**src/rtl/bin_to_bcd_seq.sv**
```systemverilog
// Sequential binary-to-BCD converter (double dabble, one bit per clock) with start/ready/done handshake.
// Optional `LEADING_ZERO_BLANK_EN replaces leading zero digits with 4'hF when the result is loaded.
module bin_to_bcd_seq #(
    parameter int BIN_W  = 14,
    parameter int DIGITS = 4
) (
    input  logic                  clk,
    input  logic                  rst_n,
    input  logic                  start,
    input  logic [BIN_W-1:0]      bin,
    output logic                  ready,
    output logic                  done,
    output logic [4*DIGITS-1:0]   bcd,
    output logic                  overflow
);

    localparam int BCD_W = 4 * DIGITS;
    localparam int CNT_W = $clog2(BIN_W + 1);

    function automatic logic [63:0] pow10(input int n);
        logic [63:0] r;
        r = 64'd1;
        for (int i = 0; i < n; i++) r = r * 64'd10;
        return r;
    endfunction

    localparam logic [63:0] MAX_VAL = pow10(DIGITS) - 64'd1;

    typedef enum logic {IDLE, SHIFT} state_t;

    state_t              state_q, state_d;
    logic [BIN_W-1:0]    shift_q, shift_d;
    logic [BCD_W-1:0]    scratch_q, scratch_d;
    logic [CNT_W-1:0]    cnt_q, cnt_d;
    logic                ovf_pend_q, ovf_pend_d;
    logic [BCD_W-1:0]    bcd_q, bcd_d;
    logic                overflow_q, overflow_d;
    logic                done_q, done_d;

    logic [BCD_W-1:0]       adj;
    logic [BCD_W+BIN_W-1:0] shifted;
    logic                   last_iter;

`ifdef LEADING_ZERO_BLANK_EN
    function automatic logic [BCD_W-1:0] blank_lz(input logic [BCD_W-1:0] v);
        logic [BCD_W-1:0] r;
        logic             lead;
        r    = v;
        lead = 1'b1;
        for (int i = DIGITS - 1; i >= 1; i--) begin
            if (v[4*i +: 4] != 4'h0) lead = 1'b0;
            if (lead) r[4*i +: 4] = 4'hF;
        end
        return r;
    endfunction
`endif

    // State register
    // NOTE: sequential state uses non-blocking assignments so every flop samples pre-edge values.
    always_ff @(posedge clk or negedge rst_n) begin
        if (!rst_n) state_q <= IDLE;
        else        state_q <= state_d;
    end

    assign last_iter = (cnt_q == CNT_W'(1));

    // Next-state logic
    always_comb begin
        state_d = state_q;
        unique case (state_q)
            IDLE:  if (start)     state_d = SHIFT;
            SHIFT: if (last_iter) state_d = IDLE;
            default:              state_d = IDLE;
        endcase
    end

    // Add-3 correction on every digit, then shift {scratch, shift} left by one.
    always_comb begin
        for (int i = 0; i < DIGITS; i++) begin
            adj[4*i +: 4] = (scratch_q[4*i +: 4] >= 4'd5) ? scratch_q[4*i +: 4] + 4'd3
                                                           : scratch_q[4*i +: 4];
        end
        shifted = {adj, shift_q} << 1;
    end

    // Datapath next-values
    // NOTE: every always_comb output gets a default first so no path leaves it unassigned (no latches).
    always_comb begin
        shift_d    = shift_q;
        scratch_d  = scratch_q;
        cnt_d      = cnt_q;
        ovf_pend_d = ovf_pend_q;
        bcd_d      = bcd_q;
        overflow_d = overflow_q;
        done_d     = 1'b0;
        unique case (state_q)
            IDLE: begin
                if (start) begin
                    shift_d    = bin;
                    scratch_d  = '0;
                    cnt_d      = CNT_W'(BIN_W);
                    ovf_pend_d = (64'(bin) > MAX_VAL);
                end
            end
            SHIFT: begin
                scratch_d = shifted[BCD_W+BIN_W-1 -: BCD_W];
                shift_d   = shifted[BIN_W-1:0];
                cnt_d     = cnt_q - CNT_W'(1);
                if (last_iter) begin
                    done_d     = 1'b1;
                    overflow_d = ovf_pend_q;
                    if (ovf_pend_q) begin
                        bcd_d = {DIGITS{4'h9}};
                    end else begin
`ifdef LEADING_ZERO_BLANK_EN
                        bcd_d = blank_lz(shifted[BCD_W+BIN_W-1 -: BCD_W]);
`else
                        bcd_d = shifted[BCD_W+BIN_W-1 -: BCD_W];
`endif
                    end
                end
            end
            default: ;
        endcase
    end

    always_ff @(posedge clk or negedge rst_n) begin
        if (!rst_n) begin
            shift_q    <= '0;
            scratch_q  <= '0;
            cnt_q      <= '0;
            ovf_pend_q <= 1'b0;
            bcd_q      <= '0;
            overflow_q <= 1'b0;
            done_q     <= 1'b0;
        end else begin
            shift_q    <= shift_d;
            scratch_q  <= scratch_d;
            cnt_q      <= cnt_d;
            ovf_pend_q <= ovf_pend_d;
            bcd_q      <= bcd_d;
            overflow_q <= overflow_d;
            done_q     <= done_d;
        end
    end

    // Output decode
    always_comb begin
        ready    = (state_q == IDLE);
        done     = done_q;
        bcd      = bcd_q;
        overflow = overflow_q;
    end

endmodule

```
**config.mk**
```make
export PLATFORM = sky130hd
export DESIGN_NAME = bin_to_bcd_seq
export DESIGN_NICKNAME = d
export VERILOG_FILES = /design/src/rtl/bin_to_bcd_seq.sv
export SDC_FILE = /design/constraint.sdc
export NUM_CORES = 1
export LEC_CHECK = 0
export CAP_MARGIN = 40
export CELL_PAD_IN_SITES_DETAIL_PLACEMENT = 0
export CELL_PAD_IN_SITES_GLOBAL_PLACEMENT = 2
export CORE_MARGIN = 2
export CORE_UTILIZATION = 32
export CTS_CLUSTER_DIAMETER = 100
export DETAILED_ROUTE_END_ITERATION = 8
export MAX_ROUTING_LAYER = met4
export PLACE_DENSITY = 0.79
export SLEW_MARGIN = 40
export SYNTH_ARGS = -nofsm -noshare
export SYNTH_HDL_FRONTEND = slang
export SYNTH_SLANG_ARGS = --single-unit
```
**constraint.sdc**
```tcl
create_clock -name clk -period 1.3 [get_ports clk]
set_input_delay 0.195 -clock clk [delete_from_list [all_inputs] [get_ports clk]]
set_output_delay 0.195 -clock clk [all_outputs]
set_load 0.005 [all_outputs]
```
==> results of run 1 <==
area by class of cell:
cell class,count,area share (%)
Clock inverter,2,0.2624
Inverter,12,1.312
Sequential cell,54,35.49
Clock buffer,5,1.804
Multi-Input combinational cell,169,38.34
Timing Repair Buffer,81,19.35
Tap cell,105,3.444
timing repair:
item	CTS	global route
setup endpoints to repair	43	33
hold endpoints to repair	54	0
hold buffers	1	0
buffers inserted	14	4
gates cloned	0	1
gates resized for setup	51	35
pin swaps	14	21
where the power goes:
group          internal (µW)  switching (µW)  total (µW)
clock                    364             549         913
sequential              2430             693        3120
combinational           2850            2230        5080
per-stage QoR:
stage,hold WS (ps),instances,util [%]
detailed placement,222.3,401,40.75
floorplan,-100.6,248,-
global route,419.8,428,47.14
CTS,420.7,423,44.64
finish,406.6,428,47.14
global placement,216.2,401,40.75
kinds of logic (layout without fill, tap and decap cells):
| logic type | after synthesis | in the layout | share of synthesized area, % |
|---|---|---|---|
| and+or+nand+nor | 69 | 70 | 13.58 |
| AOI/OAI and AO/OA | 65 | 65 | 16.29 |
| DFF | 54 | 54 | 51.28 |
| buffers and inverters | 26 | 100 | 5.271 |
| muxes | 18 | 18 | 6.838 |
| adders and majority gates | 10 | 10 | 4.748 |
| xor gates and xnor gates | 6 | 6 | 1.994 |
layer usage:
| metal | GRT usage [%] | wire (µm) | up-vias |
|---|---|---|---|
| met1 | 17.07 | 2709 | 979 |
| met2 | 23.11 | 2856 | 41 |
| li1 | - | - | 1011 |
| met5 | - | 0 | - |
| met4 | 3.261 | 65 | 0 |
| met3 | 2.634 | 186 | 9 |
worst register-to-register path: cells and delay by family, from the launching register on:
family          cells  cell delay (ps)
mux                 1              280
fa+ha+maj           1              170
simple gates        1              140
flops               1              460
compound gates      2              310
state kept, by name (all words and copies together) (netlist names):
name	cells
bcd	16
scratch_q	16
shift_q	14
cnt_q	4
done	1
overflow	1
ovf_pend_q	1
state_q	1
cell usage in the layout, fill, tap and decap left out, drive strengths merged, types with 3 or more instances in the layout:
cell type / synthesis / routed
a21o: 7 / 7
a21oi: 21 / 21
a22o: 7 / 7
buf: 13 / 46
clkbuf: 1 / 5
clkdlybuf4s50: 0 / 15
dfrtp: 54 / 54
dlygate4sd2: 0 / 19
ha: 10 / 10
inv: 12 / 12
mux2i: 18 / 18
nand2: 30 / 30
nand2b: 4 / 4
nor2: 13 / 14
nor3: 7 / 7
nor3b: 11 / 11
o21ai: 19 / 19
o22ai: 8 / 8
o31ai: 3 / 3
xnor2: 6 / 6
worst paths after layout:
path                       slack (ps)  cells after the start              endpoint                      from
max                              -120                      5   bcd[10]$_DFFE_PN0P_  scratch_q[8]$_DFFE_PN0P_
min                               410                      3  overflow$_DFFE_PN0P_                     rst_n
max reg2reg                      -120                      5   bcd[10]$_DFFE_PN0P_  scratch_q[8]$_DFFE_PN0P_
min reg2reg                       490                      2  overflow$_DFFE_PN0P_      overflow$_DFFE_PN0P_
max in group asynchronous         640                      3    bcd[9]$_DFFE_PN0P_                     rst_n
min in group clk                  490                      2  overflow$_DFFE_PN0P_      overflow$_DFFE_PN0P_
==> flow_summary.json, run 1 <==
{
  "relSlewSlack_pct": 68.43,
  "first_iter_violations": 65,
  "final_cell_area_um2": 3815,
  "yosysWarnings": 0,
  "power_density_nw_per_um2": 2390,
  "drv_slew": 0,
  "synth_seq_area_share_pct": 51.28,
  "grt_use_total_pct": 13.71,
  "cp-start-kind": "flop",
  "gp_congestion": 0.7259,
  "rsz0062_at_grt": "yes",
  "cts_buffer_depth": 2,
  "ff_latch_area_um2": 1354,
  "violations": "setup timing",
  "fin_crit_ps": 1420,
  "worstSetupEndpointType": "flop",
  "root_buffer": "clkbuf_8",
  "skew_ps": 6.408,
  "maxCapViolations": 0,
  "cts_buffers": 5,
  "nets": 350,
  "critical-path-max-stage-delay_ps": 460,
  "power_leakage_uw": 0.001698,
  "synthFlopType": "dfrtp_1",
  "synth.top_cells.by_area": "dfrtp_1 51%, mux2i_1 6.8%, ha_1 4.7%",
  "fmax_mhz": 704.1,
  "antenna_found_initial": 0,
  "setup_tns_ps": -917.3,
  "power_uw": 9116,
  "diodes": 0,
  "syn_area_um2": 2635,
  "htreeDepth": 2,
  "cts.sinks": 54,
  "grt_max_degree": 55,
  "fp.dieW_um": 94.75,
  "yosys.cell_count.top_type": "dfrtp_1",
  "dieArea_um2": 8977,
  "die_y_um": 94.75,
  "synth_top_cell_by_area": "dfrtp_1",
  "syn_area_per_cell_um2": 10.63,
  "ant_nets": 0,
  "async_flop_share_pct": 100.0,
  "setup_viol": 16,
  "yosysUniqueCellTypes": 31,
  "via_per_inst": 4.766,
  "layout-drive-gt1-share_pct": 35.91,
  "critPathBufInv": 0,
  "firstDrtPassIters": 4,
  "area_growth_pct": 44.78,
  "core_um2": 8093,
  "grt_pass1_wl_um": 9370,
  "path_delay_family": "flip-flops",
  "cp_max_fo": 4,
  "drt-total-wl_um": 5817,
  "syn_inst": 248,
  "ys_seq_elements": 54,
  "min_path_type": "primary input to asynchronous set/reset pin",
  "clkLatencyLatePin_ps": 310,
  "outcome": "complete, but fails checks",
  "peakVddDrop_mv": 0.6687,
  "synth_edf_count": 0,
  "crit_required_ps": 1550,
  "initial_core_util_pct": 32.56,
  "path_cells": "ha_4 > nand2b_4 > a21oi_4 > mux2i_2 > a22o_1",
  "pre_cts_ws_ps": -90.48,
  "tightest_slew_ps": 473.6,
  "hpwl_um": 3613,
  "netlist_top_cells_count": "54 x dfrtp_1, 30 x nand2_1, 19 x o21ai_1",
  "period_share_pct": 109.2,
  "worstSetupPathType": "flop to flop",
  "multi_input_area_um2": 1463,
  "finalHoldViolations": 0,
  "grt_overflow": 0,
  "layout_setup_ws_ps": -120.2,
  "drcViolationCount": 0,
  "vias": 2040,
  "worstPathArrival_ps": 1670,
  "grt_pass1_vias": 2033,
  "wl_per_cell_um": 13.59,
  "place_area_um2": 3298,
  "rows": 33,
  "clk_pin_slew_ps": 100,
  "cts_tree": "done",
  "fill_cells": 775,
  "synth_top_area_share_pct": 51.28,
  "io-pin-count": 36,
  "portBuffers": 35,
  "slowest_stage": "dfrtp_2",
  "synthesis.nets": 275
}
No activity file was read; power rests on OpenSTA's default activity.
==> run 2: changes to the inputs <==
--- a/config.mk
+++ b/config.mk
@@ -7,6 +7,6 @@
 export LEC_CHECK = 0
 export CAP_MARGIN = 40
-export CELL_PAD_IN_SITES_DETAIL_PLACEMENT = 0
-export CELL_PAD_IN_SITES_GLOBAL_PLACEMENT = 2
+export CELL_PAD_IN_SITES_DETAIL_PLACEMENT = 1
+export CELL_PAD_IN_SITES_GLOBAL_PLACEMENT = 1
 export CORE_MARGIN = 2
 export CORE_UTILIZATION = 32
@@ -14,5 +14,5 @@
 export DETAILED_ROUTE_END_ITERATION = 8
 export MAX_ROUTING_LAYER = met4
-export PLACE_DENSITY = 0.79
+export PLACE_DENSITY = 0.67
 export SLEW_MARGIN = 40
 export SYNTH_ARGS = -nofsm -noshare
==> constraint.sdc (replaced) <==
create_clock -name clk -period 1.3 [get_ports clk]
set_input_delay 0.195 -clock clk [delete_from_list [all_inputs] [get_ports clk]]
set_output_delay 0.195 -clock clk [all_outputs]
set_load 0.1 [all_outputs]
==> run 2 against run 1 <==
Against the previous run:
- highest routed layer unchanged
- the flow still finishes with violations (setup timing)
- flip-flop and latch count unchanged
- first-iteration DRC count rose by 20%
- core utilization is 3.6 points higher
==> flow_summary.json, run 2 (synthesis gave the netlist of run 1 again) <==
{
  "layout-drive-gt1-share_pct": 44.17,
  "grtUsageMet3_pct": 3.272,
  "area_growth_pct": 55.70,
  "cts_tree": "done",
  "ff_latch_area_um2": 1354,
  "gp_congestion": 0.7213,
  "drt-total-wl_um": 6838,
  "htreeDepth": 2,
  "io-pin-count": 36,
  "worstSetupPathType": "flop to flop",
  "relSlewSlack_pct": 65.81,
  "violations": "setup timing",
  "root_buffer": "clkbuf_8",
  "setup_viol": 22,
  "via_per_inst": 4.914,
  "fp.dieW_um": 94.75,
  "clk_pin_slew_ps": 100,
  "vias": 2118,
  "clkLatencyLatePin_ps": 310,
  "die_y_um": 94.75,
  "mostFrequentLayoutCell": "dfrtp_1",
  "layout_setup_ws_ps": -117.9,
  "hpwl_um": 4241,
  "maxCapViolations": 0,
  "grtUsageMet2_pct": 30.44,
  "busiest_layer": "met2",
  "crit_required_ps": 1550,
  "fin_util_pct": 50.70,
  "wl_per_cell_um": 15.87,
  "grt_use_total_pct": 16.74,
  "grt_pass1_wl_um": 11360,
  "cp-start-kind": "flop",
  "ant_nets": 0,
  "first_iter_violations": 78,
  "rows": 33,
  "cp_max_fo": 3,
  "min_path_type": "primary input to asynchronous set/reset pin",
  "portBuffers": 35,
  "diodes": 0,
  "cts.sinks": 54,
  "cts_buffer_depth": 2,
  "grt_max_degree": 55,
  "dieArea_um2": 8977,
  "firstDrtPassIters": 4,
  "initial_core_util_pct": 32.56,
  "fin_crit_ps": 1418,
  "period_share_pct": 109.1,
  "fmax_mhz": 705.3,
  "fill_cells": 857,
  "finalHoldViolations": 0,
  "rsz0062_at_grt": "yes",
  "drcViolationCount": 0,
  "grt_overflow": 0,
  "final_cell_area_um2": 4103,
  "tightest_slew_ps": 512.8,
  "antenna_found_initial": 0,
  "core_um2": 8093,
  "nets": 352,
  "drv_slew": 0,
  "worstPathArrival_ps": 1660,
  "place_area_um2": 3516,
  "final_cell_mix": "52 x dfrtp_1, 35 x buf_4, 27 x nand2_1",
  "skew_ps": 7.061,
  "grt_util_met1_pct": 19.20,
  "multi_input_area_um2": 1504,
  "outcome": "complete, but fails checks",
  "worstSetupEndpointType": "flop",
  "grt_pass1_vias": 2283,
  "cts_buffers": 5
}
==> run 2: changes by cell type in the layout (fill, tap and decap cells not counted), moves of 2 or more <==
| cell | change |
|---|---|
| a21oi_1 | -2 |
| xnor2_1 | -2 |
| a21oi_2 | +2 |
| buf_12 | +18 |
| o22ai_2 | +2 |
| nand2_2 | +3 |
| nor3b_2 | +2 |
| o21ai_2 | -2 |
| buf_6 | +3 |
| dlygate4sd2_1 | -19 |
| o22ai_1 | -2 |
| nor3b_4 | -2 |
| nand2_1 | -3 |
==> run 2: layout make-up <==
| cell class | count | share of cell area, % |
|---|---|---|
| Clock inverter | 1 | 0.1220 |
| Timing Repair Buffer | 82 | 23.36 |
| Sequential cell | 54 | 33.00 |
| Clock buffer | 7 | 2.104 |
| Timing Repair inverter | 1 | 0.1525 |
| Inverter | 12 | 1.403 |
| Tap cell | 105 | 3.202 |
| Multi-Input combinational cell | 169 | 36.66 |
==> run 2: worst max-delay path: stages, from the launching register on <==
cell	delay, ps
dfrtp_1	450
ha_4	180
nand2b_4	140
a21oi_4	170
mux2i_2	270
a22o_1	160
==> run 2: path summary, 6_finish.rpt <==
kind / from / end / slack (ps) / cells after the start
hold reg to reg: shift_q[4]$_DFFE_PN0P_ / shift_q[5]$_DFFE_PN0P_ / 500 / 2
max in group asynchronous: rst_n / state_q$_DFF_PN0_ / 630 / 3
setup reg to reg: scratch_q[8]$_DFFE_PN0P_ / bcd[10]$_DFFE_PN0P_ / -120 / 5
setup / recovery: scratch_q[8]$_DFFE_PN0P_ / bcd[10]$_DFFE_PN0P_ / -120 / 5
min in group clk: shift_q[4]$_DFFE_PN0P_ / shift_q[5]$_DFFE_PN0P_ / 500 / 2
hold / removal: rst_n / bcd[15]$_DFFE_PN0P_ / 410 / 3
==> run 2: repair_timing <==
item	4_1_cts	5_1_grt
pin swaps	13	22
gates cloned	1	1
resized for setup	46	29
hold buffers	1	0
endpoints found under the hold margin	54	0
endpoints found under the setup margin	32	33
setup buffers	8	9
==> run 2: per-layer routing <==
layer,wire [µm],share of wire (%)
met5,0,0
met4,15,0.22
met3,164,2.4
met2,3800,56
met1,2858,42
==> run 2: stage by stage <==
step / hold slack (ps) / std cells / setup slack [ps] / TNS, ps
3_5_place_dp: 220.0 / 404 / -137.8 / -2847
5_1_grt: 429.5 / 431 / -169.9 / -3273
4_1_cts: 437.9 / 421 / -103.7 / -923.5
6_report: 409.5 / 431 / -117.9 / -1376
3_3_place_gp: 218.4 / 404 / -84.17 / -1488
2_1_floorplan: -100.6 / 248 / -1.553 / -1.553
Power of run 2 is not shown: default switching activity piles up to over one toggle a cycle in this logic, so the estimate is an artifact.
